**src/rtl/sram_port_arbiter.sv**
```systemverilog
// -----------------------------------------------------------------------------
// sram_port_arbiter
//
// Shares one single-ported 16-bit external SRAM between the instruction-fetch
// port and the data-memory port of the pipeline. Every 32-bit access is split
// into a low half (bits [15:0]) and a high half (bits [31:16]). Each half lasts
// WAIT_CYCLES cycles. Data requests win over fetches, a write wins over a read
// when both are raised, and an access in flight is never preempted.
//
// Parameters
//   WAIT_CYCLES  cycles per 16-bit half access (>= 1)
//   ADDR_W       SRAM half-word address width
//
// Ports
//   clk, rst                 clock, asynchronous active-low reset
//   if_req/if_addr           fetch read request and word-aligned byte address
//   if_rdata/if_ready        fetch read data and not-stalled flag
//   mem_rd_req/mem_wr_req    data read / write requests
//   mem_addr/mem_wdata       data byte address and write data
//   mem_rdata/mem_ready      data read result and not-stalled flag
//   sram_addr                SRAM half-word address
//   sram_dq_out/sram_dq_oe   write data and pad drive enable
//   sram_dq_in               read data from the pad
//   sram_we_n                SRAM write enable, active-low
// -----------------------------------------------------------------------------
module sram_port_arbiter #(
    parameter int WAIT_CYCLES = 1,
    parameter int ADDR_W      = 18
) (
    input  logic              clk,
    input  logic              rst,
    input  logic              if_req,
    input  logic [31:0]       if_addr,
    output logic [31:0]       if_rdata,
    output logic              if_ready,
    input  logic              mem_rd_req,
    input  logic              mem_wr_req,
    input  logic [31:0]       mem_addr,
    input  logic [31:0]       mem_wdata,
    output logic [31:0]       mem_rdata,
    output logic              mem_ready,
    output logic [ADDR_W-1:0] sram_addr,
    output logic [15:0]       sram_dq_out,
    output logic              sram_dq_oe,
    input  logic [15:0]       sram_dq_in,
    output logic              sram_we_n
);

    localparam int CNT_W = $clog2(WAIT_CYCLES + 1);
    localparam logic [CNT_W-1:0] CNT_LOAD = CNT_W'(WAIT_CYCLES - 1);

    typedef enum logic [1:0] {IDLE, LO, HI, DONE} state_t;
    typedef enum logic [1:0] {G_NONE, G_FETCH, G_DREAD, G_DWRITE} grant_t;

    state_t            state;
    grant_t            grant;
    logic [CNT_W-1:0]  cnt;
    logic [ADDR_W-2:0] addr_hw;    // word index; LSB of sram_addr selects the half
    logic [31:0]       wdata;

    logic              mem_pending;
    grant_t            pick_grant;
    logic [ADDR_W-2:0] pick_addr;

    // Byte-offset and out-of-range address bits carry no information here.
    logic unused_addr_bits;
    assign unused_addr_bits = ^{if_addr[31:ADDR_W+1], if_addr[1:0],
                                mem_addr[31:ADDR_W+1], mem_addr[1:0]};

    assign mem_pending = mem_rd_req | mem_wr_req;

    // Arbitration candidate for the IDLE cycle: write > read > fetch.
    // NOTE: every signal assigned in always_comb gets a default first so no latch is inferred.
    always_comb begin
        pick_grant = G_NONE;
        pick_addr  = if_addr[ADDR_W:2];
        if (mem_wr_req) begin
            pick_grant = G_DWRITE;
            pick_addr  = mem_addr[ADDR_W:2];
        end else if (mem_rd_req) begin
            pick_grant = G_DREAD;
            pick_addr  = mem_addr[ADDR_W:2];
        end else if (if_req) begin
            pick_grant = G_FETCH;
        end
    end

    // A pending data request freezes the whole pipeline, so it also holds fetch.
    assign mem_ready = (state == IDLE && !mem_pending) ||
                       (state == DONE && (grant == G_DREAD || grant == G_DWRITE));
    assign if_ready  = (state == IDLE && !mem_pending && !if_req) ||
                       (state == DONE && grant == G_FETCH && !mem_pending);

    // NOTE: sequential state uses non-blocking assignments only, so every register samples pre-edge values.
    always_ff @(posedge clk or negedge rst) begin
        if (!rst) begin
            state       <= IDLE;
            grant       <= G_NONE;
            cnt         <= '0;
            addr_hw     <= '0;
            wdata       <= '0;
            // NOTE: the read-data registers are reset too, since the ports expose them directly.
            if_rdata    <= '0;
            mem_rdata   <= '0;
            sram_addr   <= '0;
            sram_dq_out <= '0;
            sram_dq_oe  <= 1'b0;
            sram_we_n   <= 1'b1;
        end else begin
            unique case (state)
                IDLE: begin
                    if (pick_grant != G_NONE) begin
                        grant      <= pick_grant;
                        addr_hw    <= pick_addr;
                        wdata      <= mem_wdata;
                        cnt        <= CNT_LOAD;
                        state      <= LO;
                        // SRAM pins are registered so they change together with the state.
                        sram_addr  <= {pick_addr, 1'b0};
                        sram_we_n  <= (pick_grant != G_DWRITE);
                        sram_dq_oe <= (pick_grant == G_DWRITE);
                        if (pick_grant == G_DWRITE) begin
                            sram_dq_out <= mem_wdata[15:0];
                        end
                    end
                end
                LO: begin
                    if (cnt == '0) begin
                        if (grant == G_FETCH) begin
                            if_rdata[15:0] <= sram_dq_in;
                        end else if (grant == G_DREAD) begin
                            mem_rdata[15:0] <= sram_dq_in;
                        end
                        cnt       <= CNT_LOAD;
                        state     <= HI;
                        sram_addr <= {addr_hw, 1'b1};
                        if (grant == G_DWRITE) begin
                            sram_dq_out <= wdata[31:16];
                        end
                    end else begin
                        cnt <= cnt - 1'b1;
                    end
                end
                HI: begin
                    if (cnt == '0) begin
                        if (grant == G_FETCH) begin
                            if_rdata[31:16] <= sram_dq_in;
                        end else if (grant == G_DREAD) begin
                            mem_rdata[31:16] <= sram_dq_in;
                        end
                        state      <= DONE;
                        sram_we_n  <= 1'b1;
                        sram_dq_oe <= 1'b0;
                    end else begin
                        cnt <= cnt - 1'b1;
                    end
                end
                DONE: begin
                    // Grant is kept so the ready terms can name the finished port.
                    state <= IDLE;
                end
                default: state <= IDLE;
            endcase
        end
    end

endmodule
```
**config.mk**
```make
export PLATFORM = sky130hd
export DESIGN_NAME = sram_port_arbiter
export DESIGN_NICKNAME = d
export VERILOG_FILES = /design/src/rtl/sram_port_arbiter.sv
export SDC_FILE = /design/constraint.sdc
export NUM_CORES = 1
export LEC_CHECK = 0
export CORE_MARGIN = 2
export CORE_UTILIZATION = 50
export CTS_BUF_LIST = sky130_fd_sc_hd__clkbuf_4 sky130_fd_sc_hd__clkbuf_8
export CTS_CLUSTER_DIAMETER = 80
export DETAILED_ROUTE_END_ITERATION = 6
export PLACE_DENSITY_LB_ADDON = 0.2
export RECOVER_POWER = 25
export SYNTH_ARGS = -nofsm -noshare
export SYNTH_HDL_FRONTEND = slang
export SYNTH_SLANG_ARGS = --single-unit
export TNS_END_PERCENT = 10
```
**constraint.sdc**
```tcl
create_clock -name clk -period 4.32 [get_ports clk]
set_clock_uncertainty 0.2 [all_clocks]
set_input_delay 0.432 -clock clk [delete_from_list [all_inputs] [get_ports clk]]
set_output_delay 0.432 -clock clk [all_outputs]
set_load 0.01 [all_outputs]
```
==> metrics.md, run 1 <==
| Metric | Value |
|---|---|
| Post-Synth Simple-Gate Area | `0.0352` |
| Via density | `5.35` |
| Max_cap viols | `1` |
| Hold Path Class | `flop to flop` |
| Fmax | `310 MHz` |
| DRT antenna net count | `0` |
| Synth Net Count | `582` |
| Gr usage total | `0.232` |
| Final worst-path cycle share | `0.746` |
| Synthesized flop and latch total | `137` |
| Postcts setup bufs | `0` |
| Crit path kind | `input port to asynchronous set/reset pin` |
| Final min period | `3.22 ns` |
| Fin. max-slew vios | `114` |
| Row count | `40` |
| IO Count | `219` |
| Slew margin rel. | `-0.843` |
| Mean Syn Cell Area | `13.4 um2` |
| Die H | `115 um` |
| PwrDens | `781 mW/mm2` |
| Vias in the first global route | `4,799` |
| Mux cell area share after synthesis | `0.206` |
| Core Region | `0.0121 mm2` |
| Cells after synthesis | `461` |
| RePlAce Congestion | `0.781` |
| Crit-path cells | `dlygate4sd3_1 -> clkbuf_2` |
| Avg WL per Cell | `17.9 um` |
| Critical path arrival | `2.97 ns` |
| Delay-heaviest family, CP | `buffers and inverters` |
| Initial Util | `0.513` |
| Dpl cell area | `0.00816 mm2` |
| H-tree level count | `4` |
| Clock sinks | `137` |
| Synth Area in Compound Gates | `0.152` |
| Failing checks | `max-capacitance violations, max-slew violations` |
| Unique cell type count in the Yosys netlist | `35` |
| Post-route insts no fill | `826` |
| Routed WL | `14.8 mm` |
| Antenna violations before repair | `0` |
| Startpoint Class | `input port` |
| Fin area | `0.00863 mm2` |
| TritonRoute pass-1 iters | `4` |
| Hold_buf cts | `1` |
| Post-cts resize count | `0` |
| First-iteration detailed-routing DRC count | `232` |
| LEAKAGE | `3.49 nW` |
| Area Overhead vs Synth | `39.4%` |
| Buffers and inverters on the worst path | `2` |
| PortBufs | `188` |
| RSZ-0062 raised after global routing | `no` |
| Clock Latency Late Sink | `0.44 ns` |
| Detailed-placement wirelength estimate | `10.1 mm` |
| Share of cells above drive strength 1 | `0.261` |
| Setup violators final | `0` |
| Setup TNS | `0 ns` |
| Root buf cell | `clkbuf_8` |
| Die X | `115 um` |
| Slowest cell on the critical path | `clkbuf_2` |
| Worst-path maximum fanout | `113` |
| Post-Synth Adder-Cell Area | `0.00809` |
| Drt drc | `0` |
| TritonCTS clock tree | `done` |
| Synthesized area | `0.00619 mm2` |
| Diodes inserted | `0` |
| Status | `complete, but fails checks` |
| Seq/Total Area, Yosys | `0.554` |
| Grt ovf | `0` |
| CTS clk-pin slew, worst paths | `0.07 ns` |
| Worst Path Required | `4.07 ns` |
| Final Hold Viols | `0` |
| Worst path max stage delay | `1.90 ns` |
| Async set or reset register ratio after synthesis | `1.00` |
| Largest net degree at the start of global routing | `114` |
| Worst slew pin tran | `2.76 ns` |
| Post-synth EDFFs | `0` |
| Synth Flop Type | `dfrtp_1` |
| Die area | `0.0133 mm2` |
| Peak VDD IR | `0.414 mV` |
| Layout Nets | `766` |
| Largest family of logic cells by synthesized area | `multiplexers` |
| Deepest clock path buffer count | `2` |
| Crit end category | `asynchronous set/reset pin` |
| Number of buffers created by CTS | `17` |
| Warnings from Yosys | `0` |
| Placed cells | `793` |
| First-pass GRT wire length | `23.7 mm` |
| XOR/XNOR share of the synthesized area | `0` |
| Vias | `4,416` |
==> layer usage <==
metal	track usage	vias up	wire (um)
met5	0	-	0
met4	0.102	0	305
met3	0.0717	24	914
met2	0.385	130	7420
met1	0.278	2232	6120
li1	-	2030	-
==> layout make-up <==
class | count | area, um2
Multi-Input combinational cell | 269 | 2480
Timing Repair Buffer | 198 | 1950
Inverter | 22 | 82.6
Clock inverter | 14 | 221
Tap cell | 168 | 210
Sequential cell | 137 | 3430
Clock buffer | 18 | 248
Fill cell | 877 | 3430
==> placed cells by master (no fill, tap or decap), types with 2 or more instances in the layout <==
| cell | count |
|---|---|
| clkdlybuf4s50_1 | 187 |
| dfrtp_1 | 136 |
| mux2_2 | 113 |
| a211oi_1 | 34 |
| inv_1 | 22 |
| a21oi_1 | 22 |
| nor2b_1 | 20 |
| clkbuf_8 | 18 |
| o21ai_0 | 17 |
| o21a_1 | 17 |
| o31ai_4 | 10 |
| buf_4 | 9 |
| o31ai_1 | 7 |
| nand2_1 | 6 |
| bufinv_16 | 5 |
| clkinv_4 | 4 |
| ha_1 | 3 |
| clkinvlp_4 | 3 |
| nor2_2 | 2 |
| nor3_1 | 2 |
| o41ai_1 | 2 |
==> cells by family after synthesis <==
family          Yosys count
flops                   137
compound gates          117
mux                     113
buf+inv                  55
simple gates             35
fa+ha+maj                 4
==> worst paths after layout <==
path	startpoint	end	slack [ns]	cells past startpoint
worst max-delay path	rst	sram_dq_out[13]$_DFFE_PN0P_	1.10	2
max in group clk	state[0]$_DFFE_PN0P_	if_ready	1.15	6
worst max register to register	state[0]$_DFFE_PN0P_	sram_dq_out[12]$_DFFE_PN0P_	1.46	5
worst min-delay path	wdata[23]$_DFFE_PN0P_	wdata[23]$_DFFE_PN0P_	0.30	1
worst min register to register	wdata[23]$_DFFE_PN0P_	wdata[23]$_DFFE_PN0P_	0.30	1
min in group asynchronous	rst	addr_hw[7]$_DFFE_PN0P_	1.17	2
==> flip-flops by register name, indices dropped and copies added, names as in the netlist <==
| register | count |
|---|---|
| if_rdata | 32 |
| mem_rdata | 32 |
| sram_addr | 18 |
| addr_hw | 17 |
| sram_dq_out | 16 |
| wdata | 16 |
| grant | 2 |
| state | 2 |
| sram_dq_oe | 1 |
| sram_we_n | 1 |
==> synth_stat cells, types with 2 or more instances <==
master	number	area share
nand2_1	6	0.0036
buf_1	2	0.0012
nor2_2	2	0.0020
inv_1	22	0.013
o41ai_1	2	0.0028
a211oi_1	34	0.041
o31ai_1	7	0.0085
ha_1	4	0.0081
clkbuf_1	10	0.0061
mux2_2	113	0.21
buf_2	13	0.011
buf_6	4	0.0073
nor3_1	2	0.0016
o31ai_4	10	0.034
a21oi_1	22	0.018
nor2b_1	20	0.020
buf_4	3	0.0036
o21a_1	17	0.021
o21ai_0	17	0.014
dfrtp_1	136	0.55
==> per-stage QoR <==
| step | hold slack, ns | worst slack [ns] | util | power [mW] |
|---|---|---|---|---|
| finish | 0.304 | 1.10 | 0.715 | 6.74 |
| detailed placement | 0.288 | 1.46 | 0.676 | 5.59 |
| floorplan | -0.0636 | 2.23 | - | 4.17 |
| CTS | 0.304 | 1.10 | 0.716 | 6.82 |
| global placement | 0.282 | 1.53 | 0.676 | 5.44 |
| global route | 0.312 | 0.502 | 0.715 | 7.16 |
==> power breakdown <==
part,switching (mW),internal [mW]
clock,0.502,0.706
sequential,0.344,1.96
combinational,1.39,1.84
total,2.23,4.51
No activity file was read; power rests on OpenSTA's default activity.
==> run 2, diff against run 1 <==
--- a/config.mk
+++ b/config.mk
@@ -6,7 +6,7 @@
 export NUM_CORES = 1
 export LEC_CHECK = 0
 export CORE_MARGIN = 2
-export CORE_UTILIZATION = 50
+export CORE_UTILIZATION = 47
 export CTS_BUF_LIST = sky130_fd_sc_hd__clkbuf_4 sky130_fd_sc_hd__clkbuf_8
 export CTS_CLUSTER_DIAMETER = 80
 export DETAILED_ROUTE_END_ITERATION = 6
==> constraint.sdc (replaced) <==
create_clock -name clk -period 3.19 [get_ports clk]
set_clock_uncertainty 0.2 [all_clocks]
set_input_delay 0.319 -clock clk [delete_from_list [all_inputs] [get_ports clk]]
set_output_delay 0.319 -clock clk [all_outputs]
set_load 0.01 [all_outputs]
==> metrics.md, run 2 (synthesis results as in run 1) <==
| Metric | Value |
|---|---|
| Status | `complete, but fails checks` |
| Failing checks | `max-capacitance violations, max-slew violations` |
| Worst slew pin tran | `1.62 ns` |
| Most frequent cells in the layout | `clkdlybuf4s50_1 (187), dfrtp_1 (136), mux2_2 (113)` |
| Placed cells | `802` |
| Area Overhead vs Synth | `40.6%` |
| Routed WL | `15.2 mm` |
| RSZ-0062 raised after global routing | `no` |
| Overall power | `9.31 mW` |
| CTS clk-pin slew, worst paths | `0.07 ns` |
| Startpoint Class | `flop` |
| H-tree level count | `4` |
| DRT antenna net count | `0` |
| Vias | `4,448` |
| Final Hold Viols | `0` |
| TritonCTS clock tree | `done` |
| Crit end category | `output port` |
| First-pass GRT wire length | `24.9 mm` |
| LEAKAGE | `3.53 nW` |
| PortBufs | `188` |
| Net Sw Power | `3.04 mW` |
| Critical path arrival | `2.38 ns` |
| Comb pwr share | `0.478` |
| Hold Path Class | `input port to flop` |
| Grt ovf | `0` |
| Largest net degree at the start of global routing | `65` |
| Layout Nets | `771` |
| Die area | `0.0141 mm2` |
| Drt drc | `0` |
| Row count | `41` |
| Share of cells above drive strength 1 | `0.267` |
| Fin. max-slew vios | `65` |
| Worst-path maximum fanout | `15` |
| Postcts setup bufs | `0` |
| Gr usage total | `0.226` |
| Die H | `119 um` |
| Number of buffers created by CTS | `17` |
| Via density | `5.33` |
| Fin area | `0.00870 mm2` |
| Initial Util | `0.487` |
| Post-route insts no fill | `835` |
| P_int | `6.27 mW` |
| Peak VDD IR | `0.534 mV` |
| Clock power frac | `0.186` |
| Setup violators final | `0` |
| Biggest regs | `if_rdata x32, mem_rdata x32, sram_addr x18` |
| Detailed-placement wirelength estimate | `10.3 mm` |
| Root buf cell | `clkbuf_8` |
| Fillers | `985` |
| Deepest clock path buffer count | `2` |
| Commonest non-fill, non-tap cell in the layout | `clkdlybuf4s50_1` |
| RePlAce Congestion | `0.750` |
| IO Count | `219` |
| Worst Path Required | `2.67 ns` |
| Antenna violations before repair | `0` |
| Avg WL per Cell | `18.1 um` |
| Final min period | `2.89 ns` |
| Vias in the first global route | `4,739` |
| Crit path kind | `flop to output port` |
| Core Region | `0.0127 mm2` |
| Clock sinks | `137` |
| First-iteration detailed-routing DRC count | `239` |
| Slew margin rel. | `-0.0810` |
| Fmax | `345 MHz` |
| Setup TNS | `0 ns` |
| Final worst-path cycle share | `0.907` |
| Sw Ratio | `0.327` |
| TritonRoute pass-1 iters | `6` |
| Clock Latency Late Sink | `0.44 ns` |
| Dpl cell area | `0.00822 mm2` |
| Diodes inserted | `0` |
| Sequential share of power | `0.336` |
| Max_cap viols | `1` |
| Die X | `119 um` |
| PwrDens | `1070 mW/mm2` |
-- run 2: changes by cell type in the layout (fill, tap and decap cells not counted), sizes merged --
| cell | before | now |
|---|---|---|
| clkinvlp | 3 | 1 |
| buf | 9 | 12 |
| clkinv | 5 | 4 |
| bufinv | 5 | 6 |
| inv | 23 | 22 |
| clkbuf | 19 | 24 |
-- run 2: path summary, 6_finish.rpt --
path / from / endpoint / slack (ns) / cells after the start
max: state[0]$_DFFE_PN0P_ / if_ready / 0.30 / 6
min in group asynchronous: rst / sram_addr[8]$_DFFE_PN0P_ / 0.61 / 2
max reg2reg: state[1]$_DFFE_PN0P_ / sram_dq_out[13]$_DFFE_PN0P_ / 0.79 / 5
max in group asynchronous: rst / if_rdata[20]$_DFFE_PN0P_ / 0.51 / 3
min reg2reg: wdata[21]$_DFFE_PN0P_ / wdata[21]$_DFFE_PN0P_ / 0.31 / 1
min: mem_wdata[21] / wdata[21]$_DFFE_PN0P_ / 0.28 / 2
-- run 2: metal layers --
layer  track usage  routed length, um  vias up  share of wire
li1              -                  -     2044              -
met1         0.275               6130     2229           0.40
met4        0.0759                242        0          0.016
met3        0.0820               1210       22          0.080
met5             0                  0        -              0
met2         0.373               7570      153           0.50
-- run 2: per-stage QoR --
step | hold WS (ns) | utilization | setup slack (ns)
final | 0.283 | 0.684 | 0.295
after global routing | 0.263 | 0.684 | 0.0754
after CTS | 0.231 | 0.686 | 0.122
after detailed placement | 0.149 | 0.646 | 0.633
after global placement | 0.144 | 0.646 | 0.681
after floorplan | -0.177 | - | 1.10
-- run 2: area by class of cell --
type,count,area (um2),area share
well taps,172,215,0.0247
multi-input cells,269,2480,0.286
clock inverters,11,219,0.0252
flip-flops and latches,137,3430,0.394
clock buffers,21,270,0.0311
inverters,22,82.6,0.00949
repair buffers,203,2000,0.230
-- run 2: repair_timing --
| item | in CTS | in global routing |
|---|---|---|
| hold endpoints to repair | 61 | 0 |
| hold buffers | 1 | 0 |
| resized for setup | 0 | 1 |
| setup endpoints to repair | 0 | 1 |
-- run 2: critical path, stage by stage (launching register included) --
cell and delay [ns]:
dfrtp_1 0.43, inv_1 0.11, ha_2 0.37, inv_1 0.10, a2bb2oi_1 0.15, nor3_1 0.16, clkdlybuf4s50_1 0.62
-- run 2: power by group through the flow --
| stage | Clock (mW) | Combinational [mW] | Sequential [mW] |
|---|---|---|---|
| 3_5_place_dp | 0 | 4.49 | 3.15 |
| 2_1_floorplan | 0 | 2.26 | 3.39 |
| 3_3_place_gp | 0 | 4.38 | 3.10 |
| 5_1_grt | 1.84 | 4.79 | 3.23 |
| 4_1_cts | 1.76 | 4.51 | 3.13 |
| 6_report | 1.73 | 4.45 | 3.13 |
==> run 3, diff against run 2 <==
--- a/config.mk
+++ b/config.mk
@@ -5,8 +5,10 @@
 export SDC_FILE = /design/constraint.sdc
 export NUM_CORES = 1
 export LEC_CHECK = 0
+export CELL_PAD_IN_SITES_DETAIL_PLACEMENT = 1
+export CELL_PAD_IN_SITES_GLOBAL_PLACEMENT = 1
 export CORE_MARGIN = 2
-export CORE_UTILIZATION = 47
+export CORE_UTILIZATION = 37
 export CTS_BUF_LIST = sky130_fd_sc_hd__clkbuf_4 sky130_fd_sc_hd__clkbuf_8
 export CTS_CLUSTER_DIAMETER = 80
 export DETAILED_ROUTE_END_ITERATION = 6
==> constraint.sdc (replaced) <==
create_clock -name clk -period 2.83 [get_ports clk]
set_clock_uncertainty 0.2 [all_clocks]
set_input_delay 0.283 -clock clk [delete_from_list [all_inputs] [get_ports clk]]
set_output_delay 0.283 -clock clk [all_outputs]
set_load 0.01 [all_outputs]
==> metrics.md, run 3 (synthesis results as in run 1) <==
| Metric | Value |
|---|---|
| Status | `complete, but fails checks` |
| Failing checks | `max-capacitance violations, max-slew violations` |
| Avg WL per Cell | `19.4 um` |
| PwrDens | `1170 mW/mm2` |
| Final min period | `2.64 ns` |
| Clock Latency Late Sink | `0.43 ns` |
| Drt drc | `0` |
| Detailed-placement wirelength estimate | `12.1 mm` |
| Setup violators final | `0` |
| Die X | `133 um` |
| Via density | `5.07` |
| Setup TNS | `0 ns` |
| Vias in the first global route | `5,143` |
| Gr usage total | `0.201` |
| Worst hold slack | `0.255 ns` |
| Row count | `47` |
| Crit path kind | `flop to output port` |
| PortBufs | `188` |
| Grt ovf | `0` |
| First-iteration detailed-routing DRC count | `123` |
| Initial Util | `0.376` |
| Layout Nets | `779` |
| Slew margin rel. | `-0.182` |
| Worst Path Required | `2.35 ns` |
| Fillers | `1,681` |
| Biggest regs | `if_rdata x32, mem_rdata x32, sram_addr x18` |
| Largest net degree at the start of global routing | `66` |
| Critical path arrival | `2.16 ns` |
| Overall power | `10.3 mW` |
| Die H | `133 um` |
| IO Count | `219` |
| Antenna violations before repair | `0` |
| DRT antenna net count | `0` |
| Core Region | `0.0165 mm2` |
| Commonest non-fill, non-tap cell in the layout | `clkdlybuf4s50_1` |
| Worst-path maximum fanout | `9` |
| Area Overhead vs Synth | `41.4%` |
| Root buf cell | `clkbuf_8` |
| TritonRoute pass-1 iters | `4` |
| RSZ-0062 raised after global routing | `no` |
| Vias | `4,521` |
| Fin. max-slew vios | `65` |
| Deepest clock path buffer count | `2` |
| Pre-CTS WS | `0.380 ns` |
| Max_cap viols | `1` |
| Worst slew pin tran | `1.77 ns` |
| Fin area | `0.00875 mm2` |
| LEAKAGE | `3.55 nW` |
| Diodes inserted | `0` |
| Clock sinks | `137` |
| Final worst-path cycle share | `0.933` |
| Number of buffers created by CTS | `17` |
| Dpl cell area | `0.00834 mm2` |
| Hold Path Class | `input port to flop` |
| Routed WL | `17.3 mm` |
| Most frequent cells in the layout | `clkdlybuf4s50_1 (186), dfrtp_1 (136), mux2_2 (113)` |
| Die area | `0.0178 mm2` |
| Peak VDD IR | `0.570 mV` |
| Startpoint Class | `flop` |
| TritonCTS clock tree | `done` |
| Crit end category | `output port` |
| H-tree level count | `4` |
| Fmax | `379 MHz` |
| CTS clk-pin slew, worst paths | `0.08 ns` |
| Final Hold Viols | `0` |
| Min setup slack post-route | `0.190 ns` |
| First-pass GRT wire length | `27.8 mm` |
| Share of cells above drive strength 1 | `0.277` |
| RePlAce Congestion | `0.770` |
## run 3: cell types whose count changed in the layout (fill, tap and decap cells not counted), sizes merged
cell	delta
clkdlybuf4s50	-1
buf	+9
dlymetal6s2s	+1
clkinvlp	+2
bufinv	-4
inv	+1
## run 3: where the power goes
part,leakage (nW),switching [mW],internal [mW]
combinational,1.75,2.20,2.90
sequential,1.60,0.549,2.99
clock,0.200,0.777,0.862
## run 3: repair_timing
item	4_1_cts	5_1_grt
setup buffers	0	0
endpoints found under the setup margin	1	1
hold endpoints to repair	62	0
hold buffers	1	0
gates resized for setup	1	1
## run 3: metrics by stage
stage                     instances   util
after floorplan                 461      -
after global placement          858  0.507
after detailed placement        858  0.507
after CTS                       891  0.532
after global routing            891  0.532
final                           891  0.532
## run 3: final timing paths
path / start / end / slack [ns] / cells past startpoint
max reg2reg: state[0]$_DFFE_PN0P_ / sram_addr[8]$_DFFE_PN0P_ / 0.48 / 6
max in group asynchronous: rst / sram_addr[4]$_DFFE_PN0P_ / 0.45 / 3
min: mem_wdata[17] / wdata[17]$_DFFE_PN0P_ / 0.26 / 2
min reg2reg: wdata[24]$_DFFE_PN0P_ / wdata[24]$_DFFE_PN0P_ / 0.31 / 1
max: state[0]$_DFFE_PN0P_ / mem_ready / 0.19 / 5
min in group asynchronous: rst / addr_hw[8]$_DFFE_PN0P_ / 0.65 / 2
## run 3: layout make-up
type	instances	area, um2	area share
multi-input cells	269	2480	0.284
clock inverters	10	119	0.0136
repair buffers	211	2080	0.237
inverters	22	82.6	0.00944
flip-flops and latches	137	3430	0.392
well taps	220	275	0.0315
clock buffers	22	284	0.0325
## run 3: worst max-delay path, cell delays in order, from the launching register on
cell and delay (ns):
dfrtp_1 0.42, inv_1 0.10, ha_2 0.26, buf_4 0.20, a22o_1 0.17, clkdlybuf4s50_1 0.58
## run 3: per-layer routing
metal  track usage  part of all wire  vias up
met2         0.356              0.53      116
met5             0                 0        -
met4        0.0626             0.011        0
met3        0.0723             0.068       17
met1         0.226              0.39     2336
li1              -                 -     2052
